==> src/rtl/screen_mux_if.sv <==
// screen_mux_if: registered video output bus of the screen selector
interface screen_mux_if #(
    parameter int RGB_B = 12
);
    logic [10:0]      out_hcount;
    logic [10:0]      out_vcount;
    logic             out_hblnk;
    logic             out_vblnk;
    logic             out_hsync;
    logic             out_vsync;
    logic [RGB_B-1:0] rgb;
    modport master (output out_hcount, out_vcount, out_hblnk, out_vblnk, out_hsync, out_vsync, rgb);
    modport slave (input out_hcount, out_vcount, out_hblnk, out_vblnk, out_hsync, out_vsync, rgb);
endinterface

==> src/rtl/screen_mux.sv <==
// screen_mux: frame-synchronous renderer selector with fallback path and optional
// per-frame brightness fade between sources.
module screen_mux #(
    parameter int               N_SRC        = 6,
    parameter int               SEL_W        = 3,
    parameter int               RGB_B        = 12,
    parameter int               FADE_SH      = 3,
    parameter bit               FADE_EN      = 1'b1,
    parameter int               RST_SEL      = 0,
    parameter logic [RGB_B-1:0] FALLBACK_RGB = 12'h0F0
) (
    input  logic                   clk,
    input  logic                   rst,
    input  logic [SEL_W-1:0]       sel,
    input  logic [N_SRC*11-1:0]    src_hcount,
    input  logic [N_SRC*11-1:0]    src_vcount,
    input  logic [N_SRC-1:0]       src_hblnk,
    input  logic [N_SRC-1:0]       src_vblnk,
    input  logic [N_SRC-1:0]       src_hsync,
    input  logic [N_SRC-1:0]       src_vsync,
    input  logic [N_SRC*RGB_B-1:0] src_rgb,
    input  logic [10:0]            in_hcount,
    input  logic [10:0]            in_vcount,
    input  logic                   in_hblnk,
    input  logic                   in_vblnk,
    input  logic                   in_hsync,
    input  logic                   in_vsync,
    screen_mux_if.master           vid,
    output logic [SEL_W-1:0]       active_sel,
    output logic                   busy
);
    localparam int C_W = RGB_B / 3;
    localparam int P_W = C_W + FADE_SH + 1;
    localparam logic [FADE_SH:0] LVL_MAX = {1'b1, {FADE_SH{1'b0}}};
    localparam logic [FADE_SH:0] LVL_ONE = {{FADE_SH{1'b0}}, 1'b1};

    typedef enum logic [1:0] {IDLE, CUT, FADE_OUT, FADE_IN} state_t;

    state_t                       state, state_n;
    logic [FADE_SH:0]             lvl, lvl_n;
    logic [SEL_W-1:0]             tgt, act_n;
    logic                         swapped, fb;
    logic [(N_SRC+1)*11-1:0]      all_hc, all_vc;
    logic [N_SRC:0]               all_hb, all_vb, all_hs, all_vs;
    logic [(N_SRC+1)*RGB_B-1:0]   all_rgb;
    logic [RGB_B-1:0]             pix, faded;

    // The fallback path sits at index N_SRC, so one index serves every path.
    assign all_hc  = {in_hcount, src_hcount};
    assign all_vc  = {in_vcount, src_vcount};
    assign all_hb  = {in_hblnk, src_hblnk};
    assign all_vb  = {in_vblnk, src_vblnk};
    assign all_hs  = {in_hsync, src_hsync};
    assign all_vs  = {in_vsync, src_vsync};
    assign all_rgb = {FALLBACK_RGB, src_rgb};

    assign tgt  = (sel < SEL_W'(N_SRC)) ? sel : SEL_W'(N_SRC);
    assign pix  = all_rgb[int'(active_sel)*RGB_B +: RGB_B];
    // out_vblnk is the delayed copy of the active vblnk; ignore it right after a swap.
    assign fb   = all_vb[active_sel] & ~vid.out_vblnk & ~swapped;
    assign busy = state != IDLE;

    always_comb begin
        faded = '0;
        for (int i = 0; i < 3; i++)
            faded[i*C_W +: C_W] = C_W'((P_W'(pix[i*C_W +: C_W]) * P_W'(lvl)) >> FADE_SH);
    end

    always_comb begin
        state_n = state;
        lvl_n   = lvl;
        act_n   = active_sel;
        case (state)
            IDLE: begin
                lvl_n = LVL_MAX;
                if (tgt != active_sel) state_n = FADE_EN ? FADE_OUT : CUT;
            end
            CUT: if (fb) begin
                act_n   = tgt;
                state_n = IDLE;
            end
            FADE_OUT: if (fb) begin
                if (tgt == active_sel) state_n = FADE_IN;
                else if (lvl == '0) begin
                    act_n   = tgt;
                    state_n = FADE_IN;
                end else lvl_n = lvl - LVL_ONE;
            end
            default: if (fb) begin
                if (tgt != active_sel) state_n = FADE_OUT;
                else begin
                    // a request withdrawn before any dimming re-enters here already at full level
                    lvl_n   = (lvl == LVL_MAX) ? lvl : lvl + LVL_ONE;
                    state_n = (lvl_n == LVL_MAX) ? IDLE : FADE_IN;
                end
            end
        endcase
    end

    always_ff @(posedge clk or negedge rst) begin
        if (!rst) begin
            state          <= IDLE;
            lvl            <= LVL_MAX;
            active_sel     <= SEL_W'(RST_SEL);
            swapped        <= 1'b0;
            vid.out_hcount <= '0;
            vid.out_vcount <= '0;
            vid.out_hblnk  <= 1'b0;
            vid.out_vblnk  <= 1'b0;
            vid.out_hsync  <= 1'b0;
            vid.out_vsync  <= 1'b0;
            vid.rgb        <= '0;
        end else begin
            state          <= state_n;
            lvl            <= lvl_n;
            active_sel     <= act_n;
            swapped        <= act_n != active_sel;
            vid.out_hcount <= all_hc[int'(active_sel)*11 +: 11];
            vid.out_vcount <= all_vc[int'(active_sel)*11 +: 11];
            vid.out_hblnk  <= all_hb[active_sel];
            vid.out_vblnk  <= all_vb[active_sel];
            vid.out_hsync  <= all_hs[active_sel];
            vid.out_vsync  <= all_vs[active_sel];
            vid.rgb        <= (all_hb[active_sel] | all_vb[active_sel]) ? '0 : faded;
        end
    end
endmodule

==> src/flat_wrapper.sv <==
// flat-port wrapper written by rule: the top's interface ports become plain ports
module screen_mux_flat 
#(
    parameter int               N_SRC        = 6,
    parameter int               SEL_W        = 3,
    parameter int               RGB_B        = 12,
    parameter int               FADE_SH      = 3,
    parameter bit               FADE_EN      = 1'b1,
    parameter int               RST_SEL      = 0,
    parameter logic [RGB_B-1:0] FALLBACK_RGB = 12'h0F0
)
  (clk, rst, sel, src_hcount, src_vcount, src_hblnk, src_vblnk, src_hsync, src_vsync, src_rgb, in_hcount, in_vcount, in_hblnk, in_vblnk, in_hsync, in_vsync, active_sel, busy, vid_out_hcount, vid_out_vcount, vid_out_hblnk, vid_out_vblnk, vid_out_hsync, vid_out_vsync, vid_rgb);
  screen_mux_if #(.RGB_B(RGB_B)) vid_i ();
  input  logic clk;
  input  logic rst;
  input  logic [SEL_W-1:0] sel;
  input  logic [N_SRC*11-1:0] src_hcount;
  input  logic [N_SRC*11-1:0] src_vcount;
  input  logic [N_SRC-1:0] src_hblnk;
  input  logic [N_SRC-1:0] src_vblnk;
  input  logic [N_SRC-1:0] src_hsync;
  input  logic [N_SRC-1:0] src_vsync;
  input  logic [N_SRC*RGB_B-1:0] src_rgb;
  input  logic [10:0] in_hcount;
  input  logic [10:0] in_vcount;
  input  logic in_hblnk;
  input  logic in_vblnk;
  input  logic in_hsync;
  input  logic in_vsync;
  output logic [SEL_W-1:0] active_sel;
  output logic busy;
  output wire logic [$bits(vid_i.out_hcount)-1:0] vid_out_hcount;
  output wire logic [$bits(vid_i.out_vcount)-1:0] vid_out_vcount;
  output wire logic [$bits(vid_i.out_hblnk)-1:0] vid_out_hblnk;
  output wire logic [$bits(vid_i.out_vblnk)-1:0] vid_out_vblnk;
  output wire logic [$bits(vid_i.out_hsync)-1:0] vid_out_hsync;
  output wire logic [$bits(vid_i.out_vsync)-1:0] vid_out_vsync;
  output wire logic [$bits(vid_i.rgb)-1:0] vid_rgb;
  assign vid_out_hcount = vid_i.out_hcount;
  assign vid_out_vcount = vid_i.out_vcount;
  assign vid_out_hblnk = vid_i.out_hblnk;
  assign vid_out_vblnk = vid_i.out_vblnk;
  assign vid_out_hsync = vid_i.out_hsync;
  assign vid_out_vsync = vid_i.out_vsync;
  assign vid_rgb = vid_i.rgb;
  screen_mux #(.N_SRC(N_SRC), .SEL_W(SEL_W), .RGB_B(RGB_B), .FADE_SH(FADE_SH), .FADE_EN(FADE_EN), .RST_SEL(RST_SEL), .FALLBACK_RGB(FALLBACK_RGB)) u_core (.clk(clk), .rst(rst), .sel(sel), .src_hcount(src_hcount), .src_vcount(src_vcount), .src_hblnk(src_hblnk), .src_vblnk(src_vblnk), .src_hsync(src_hsync), .src_vsync(src_vsync), .src_rgb(src_rgb), .in_hcount(in_hcount), .in_vcount(in_vcount), .in_hblnk(in_hblnk), .in_vblnk(in_vblnk), .in_hsync(in_hsync), .in_vsync(in_vsync), .vid(vid_i), .active_sel(active_sel), .busy(busy));
endmodule
==> config.mk <==
export PLATFORM = sky130hd
export DESIGN_NAME = screen_mux_flat
export DESIGN_NICKNAME = d
export VERILOG_FILES = /design/src/rtl/screen_mux_if.sv /design/src/rtl/screen_mux.sv /design/src/flat_wrapper.sv
export SDC_FILE = /design/constraint.sdc
export NUM_CORES = 1
export LEC_CHECK = 0
export BUFFER_PORTS_ARGS = -buffer_cell sky130_fd_sc_hd__buf_2
export CAP_MARGIN = 40
export CORE_AREA = 2 2 116 118
export DETAILED_ROUTE_END_ITERATION = 8
export DIE_AREA = 0 0 118 120
export GPL_ROUTABILITY_DRIVEN = 0
export PLACE_DENSITY = 0.81
export SKIP_LAST_GASP = 1
export SLEW_MARGIN = 20
export SYNTH_ARGS = -nofsm -noshare
export SYNTH_HDL_FRONTEND = slang
export SYNTH_SLANG_ARGS = --single-unit
export TNS_END_PERCENT = 30
==> constraint.sdc <==
create_clock -name clk -period 4.44 [get_ports clk]
set_input_delay 0.222 -clock clk [delete_from_list [all_inputs] [get_ports clk]]
set_output_delay 0.222 -clock clk [all_outputs]
set_load 0.01 [all_outputs]
# == After elaboration in Yosys (flattened, before gate mapping) ==
# Cells that the tools add are included.
# op_classes
addsub,2
multipliers,5
div,0
magnitude_cmp,2
eq_ne,14
n_shift,3
muxes,31
bitwise,6
reduce_logical,6
# ops
cell,count
77-bit by 32-bit indexed part select with 11-bit output,2
84-bit by 32-bit indexed part select with 12-bit output,1
4-bit two-way mux,6
4-bit by 4-bit multiplier with 7-bit output,3
2-bit two-way mux,8
3-bit two-way mux,5
1-bit binary-select mux with 3-bit select,4
12-bit two-way mux,1
4-bit case mux with 3 select lines,1
"4-bit == test, second input constant",2
"3-bit by 4-bit multiplier with 7-bit output, second input constant",1
"2-bit by 1-bit != test with 1-bit output, second input constant",3
3-bit != test,2
2-bit case mux with 3 select lines,1
3-bit case mux with 2 select lines,1
6-bit AND reduction,1
"3-bit by 2-bit multiplier with 5-bit output, second input constant",1
5-bit AND reduction,1
"4-bit by 1-bit adder with 4-bit output, second input constant",1
4-bit logical NOT,1
"3-bit by 4-bit < comparator with 1-bit output, second input constant",1
1-bit two-way mux,4
"2-bit != test, second input constant",2
2-bit nonzero test,2
other kinds (11),14
# word_totals
ff_bits,48
latch_bits,0
ramBits,0
romBits,0
inputBits,259
output_inout_bits,42
mem_count,0

# == Logic depth before layout (Yosys ltp) ==
# logic_depth
word_depth,7
ltp_mapped,18

# == Least setup slack after synthesis ==
# No wires, ideal clock.
# synth_path
kind,register -> register
from,reg u_core.active_sel[0]
to,reg u_core.vid.rgb[3]
arrival_ns,3.935
required_time_ns,4.308
slack_ns,0.373
path_stages_with_launch,19
path_buffers,5
synth_period_minus_slack_ns,4.067
path_cell_list,dfrtp_1 -> buf_2 -> buf_4 -> buf_6 -> buf_4 -> buf_2 -> mux2i_1 -> nor2_1 -> a21oi_1 -> nand2b_1 -> fa_1 -> inv_1 -> fa_1 -> fa_1 -> a21o_1 -> a21oi_1 -> xnor2_1 -> xnor2_1 -> nor2_1
# synth_between
elab_chain_cells,4
word_cells_on_any_way,9
classes_between,2 x mul; 1 x shift; 5 x mux; 1 x bitwise
# synth_rtl
item,line_no,text
start: declaration,screen_mux.sv:29,"output logic [SEL_W-1:0] active_sel,"
start signal: assignment,screen_mux.sv:104,active_sel <= SEL_W'(RST_SEL);
start signal: assignment,screen_mux.sv:116,active_sel <= act_n;
3-bit by 2-bit multiplier with 5-bit output / 1-bit binary-select mux with 3-bit select (equally long branches),"screen_mux.sv:58, screen_mux.sv:124",
84-bit by 32-bit indexed part select with 12-bit output / 1-bit two-way mux (equally long branches),"screen_mux.sv:58, screen_mux.sv:124",
4-bit by 4-bit multiplier with 7-bit output / 1-bit bitwise OR (equally long branches),"screen_mux.sv:66, screen_mux.sv:124",
12-bit two-way mux *,screen_mux.sv:124,vid.rgb <= (all_hb[active_sel] | all_vb[active_sel]) ? '0 : faded;
end signal: assignment,screen_mux.sv:124,
end: declaration,screen_mux_if.sv:12,"modport master (output out_hcount, out_vcount, out_hblnk, out_vblnk, out_hsync, out_vsync, rgb);"
# Every way passes the cells marked *; elsewhere a longest branch is shown, timed or not. The select of a mux whose other input is x is not followed.
# A chain may end at the register's enable or synchronous reset.

# == Worst setup path in the final report ==
# Same ends and word-level chain as after synthesis.

==> impl_metrics.ini <==
[finish]
layout.cells.non_filler = 995
area.sequential_mm2 = 0.001210
fin_area_mm2 = 0.006854
final_cell_mix = buf_2, nor2_1, nand2_1, dfrtp_1, mux2i_1
drive_gt1_share_pct = 45.34
num-nets-final = 1116
fillCellCount = 1210
layout_commonest_cell = buf_2
synthToLayoutAreaGrowth_pct = 35.53
multi_input_area_mm2 = 0.003608

[drt]
drtIter0Drc = 425
dr.pass1.iters = 5
routed_via_density = 5.415
drc = 0
ant_nets = 0
vias = 5388
avgRoutedWirePerCell_um = 18.57
routed_wirelength_um = 18480

[logic_synthesis]
syn_inst = 537
ys_seq_area_share_pct = 23.78
yosysWarnings = 0
synth_top_area_share_pct = 23.26
netlist_area_mm2 = 0.005057
muxShareOfSynthArea_pct = 25.85
syn_nets = 838
synth-xor-area-share_pct = 3.117
ys.flop_type = dfrtp_1
synth.area.top_cells = dfrtp_1, mux4_2, mux2i_1
synth-simple-area-share_pct = 15.88
ys_seq_elements = 48
synthArstFlopShare_pct = 100.0
synth_edf_count = 0
post_synth.cell_area_avg_um2 = 9.418
synth-adder-area-share_pct = 12.17
synth_top_family_by_area = multiplexers
synth_compound_area_share_pct = 14.18
yosysUniqueCellTypes = 57
yosysTopAreaCell = dfrtp_1

[grt]
grt_pass1_vias = 5196
track_usage_pct = 25.54
grt_antenna_before_repair = 5
grt_max_degree = 49
overflow = 0
grt_pass1_wl_um = 28110

[clock_tree]
root_buffer = clkbuf_16
clock_latency_ns = 0.29
holdBufCountCts = 0
post_cts_buffers = 0
cts_buffer_depth = 2
cts_tree = yes
clk_pin_slew_ns = 0.07
clkSinkCount = 48
htree_levels = 2
cts-resized-gates = 0
cts_buffers = 5

[timing]
rsz0062_at_grt = false
hold_violations = 0
fmax_ghz = 0.2449
holdWs_ns = 0.03548
period_minus_slack_ns = 4.083
slew_headroom_pct = 48.20
slew_violations = 0
setup_slack_ns = 0.3575
worstMarginPinSlew_ns = 0.7770
fin_worst_skew_ns = 0.003701
finalCritPeriodShare_pct = 91.95
fin_setup_tns_ns = 0
setup_violations = 0

[setup_path]
start_kind = flop
cp_data_arrival_time_ns = 4.25
crit_path_max_fanout = 29
cpMostUsedCell = fa_1
critical_path_required_ns = 4.61
r2r_slack_ns = 0.36
crit_chain = mux4_2 > a21oi_1 > nand2b_1 > fa_1 > inv_1 > fa_1 > fa_1 > a21o_1 > a21oi_1 > xnor2_1 > xnor2_1 > nor2_1
crit_path_top_delay_cell = dfrtp_4
slowest_delay_ns = 0.75
end_kind = flop
path_buf_inv = 1
crit_type = reg -> reg
r2r_start = u_core.active_sel[0]
crit_family = adder cells
critPathLaunch = u_core.active_sel[0]

[floorplanning]
design.core.area_mm2 = 0.01298
core.rowCount = 42
dieArea_mm2 = 0.01416
io_pins = 301
fp.dieW_um = 118
die_h_um = 120
initial_core_util_pct = 38.96

[place]
portBuffers = 300
place_inst = 984
post-dp-hpwl_um = 14900
pre_cts_ws_ns = 0.3429
dpl-instance-area_mm2 = 0.006683

[pwr]
leakage_nw = 3.357
ir_drop_v = 0.0002744
power.density_mw_per_mm2 = 659.3

[job]
max_cap_violations = 0

[run_status]
outcome = complete, no violations

[worst_hold_path]
min_path_type = in -> async
-- sequential cells by signal, summed over array words and instances, names as in the netlist --
register and cells:
u_core.vid.out_vsync 1, u_core.lvl 4, u_core.vid.rgb 12, u_core.active_sel 3
u_core.state 2, u_core.vid.out_hcount 11, u_core.vid.out_hsync 1, u_core.vid.out_vblnk 1
u_core.swapped 1, u_core.vid.out_hblnk 1, u_core.vid.out_vcount 11
-- stage by stage --
step / utilization (%) / power (mW)
final: 52.81 / 4.519
after global routing: 52.77 / 4.983
after floorplan: - / 3.228
after global placement: 51.48 / 3.997
after CTS: 52.75 / 4.537
after detailed placement: 51.48 / 4.065
-- power by group --
group / total, mW / switching, mW / internal (mW)
registers: 0.839 / 0.205 / 0.634
clock network: 0.434 / 0.169 / 0.265
logic: 3.25 / 1.77 / 1.47
total: 4.52 / 2.14 / 2.37
-- worst register-to-register path: stages, from the launching register on --
cell and delay [ns]:
dfrtp_4 0.75, mux4_2 0.58, a21oi_1 0.32, nand2b_1 0.18, fa_1 0.42, inv_1 0.09, fa_1 0.44, fa_1 0.48
a21o_1 0.19, a21oi_1 0.18, xnor2_1 0.15, xnor2_1 0.13, nor2_1 0.05
-- cell usage after synthesis, drive strengths merged (3+ instances only) --
| cell | instances |
|---|---|
| nand2b | 10 |
| mux2 | 3 |
| nor3b | 4 |
| ha | 30 |
| nand2 | 47 |
| o2bb2ai | 6 |
| nor2b | 8 |
| dfrtp | 47 |
| a21o | 6 |
| clkbuf | 20 |
| a21oi | 41 |
| nand3 | 7 |
| xor2 | 4 |
| fa | 12 |
| inv | 19 |
| and2 | 7 |
| xnor2 | 14 |
| mux2i | 44 |
| nor2 | 70 |
| a211oi | 6 |
| nand4 | 5 |
| or2 | 3 |
| mux4 | 37 |
| a31oi | 6 |
| nor3 | 6 |
| o21ai | 33 |
| buf | 18 |
-- layer usage --
metal	share of wire [%]	track usage [%]
met1	42	34.46
met2	47	40.15
met3	8.5	6.797
met4	2.3	7.982
met5	0.12	0
-- final timing paths --
path                                             to  depth (start not counted)
setup / recovery                  u_core.vid.rgb[3]                         12
hold / removal                    u_core.vid.rgb[4]                          2
setup reg to reg                  u_core.vid.rgb[3]                         12
hold reg to reg                     u_core.state[1]                          1
max in group asynchronous      u_core.active_sel[1]                          2
min in group clk           u_core.vid.out_hcount[1]                          3
-- area by class of cell --
| class | count | share of cell area (%) |
|---|---|---|
| Multi-Input combinational cell | 431 | 52.65 |
| Timing Repair Buffer | 309 | 22.89 |
| Sequential cell | 48 | 17.65 |
| Tap cell | 176 | 3.213 |
| Clock buffer | 6 | 1.880 |
| Inverter | 20 | 1.095 |
| Clock inverter | 2 | 0.5111 |
| Antenna cell | 3 | 0.1095 |
-- cells by family after synthesis --
kind of cell,after synthesis
multiplexers,84
AO/OA/AOI/OAI,113
buffers and inverters,58
adder cells (fa/ha/maj),42
AND/OR/NAND/NOR,174
XOR/XNOR,18
flip-flops,48
(Power assumes the default switching activity.)
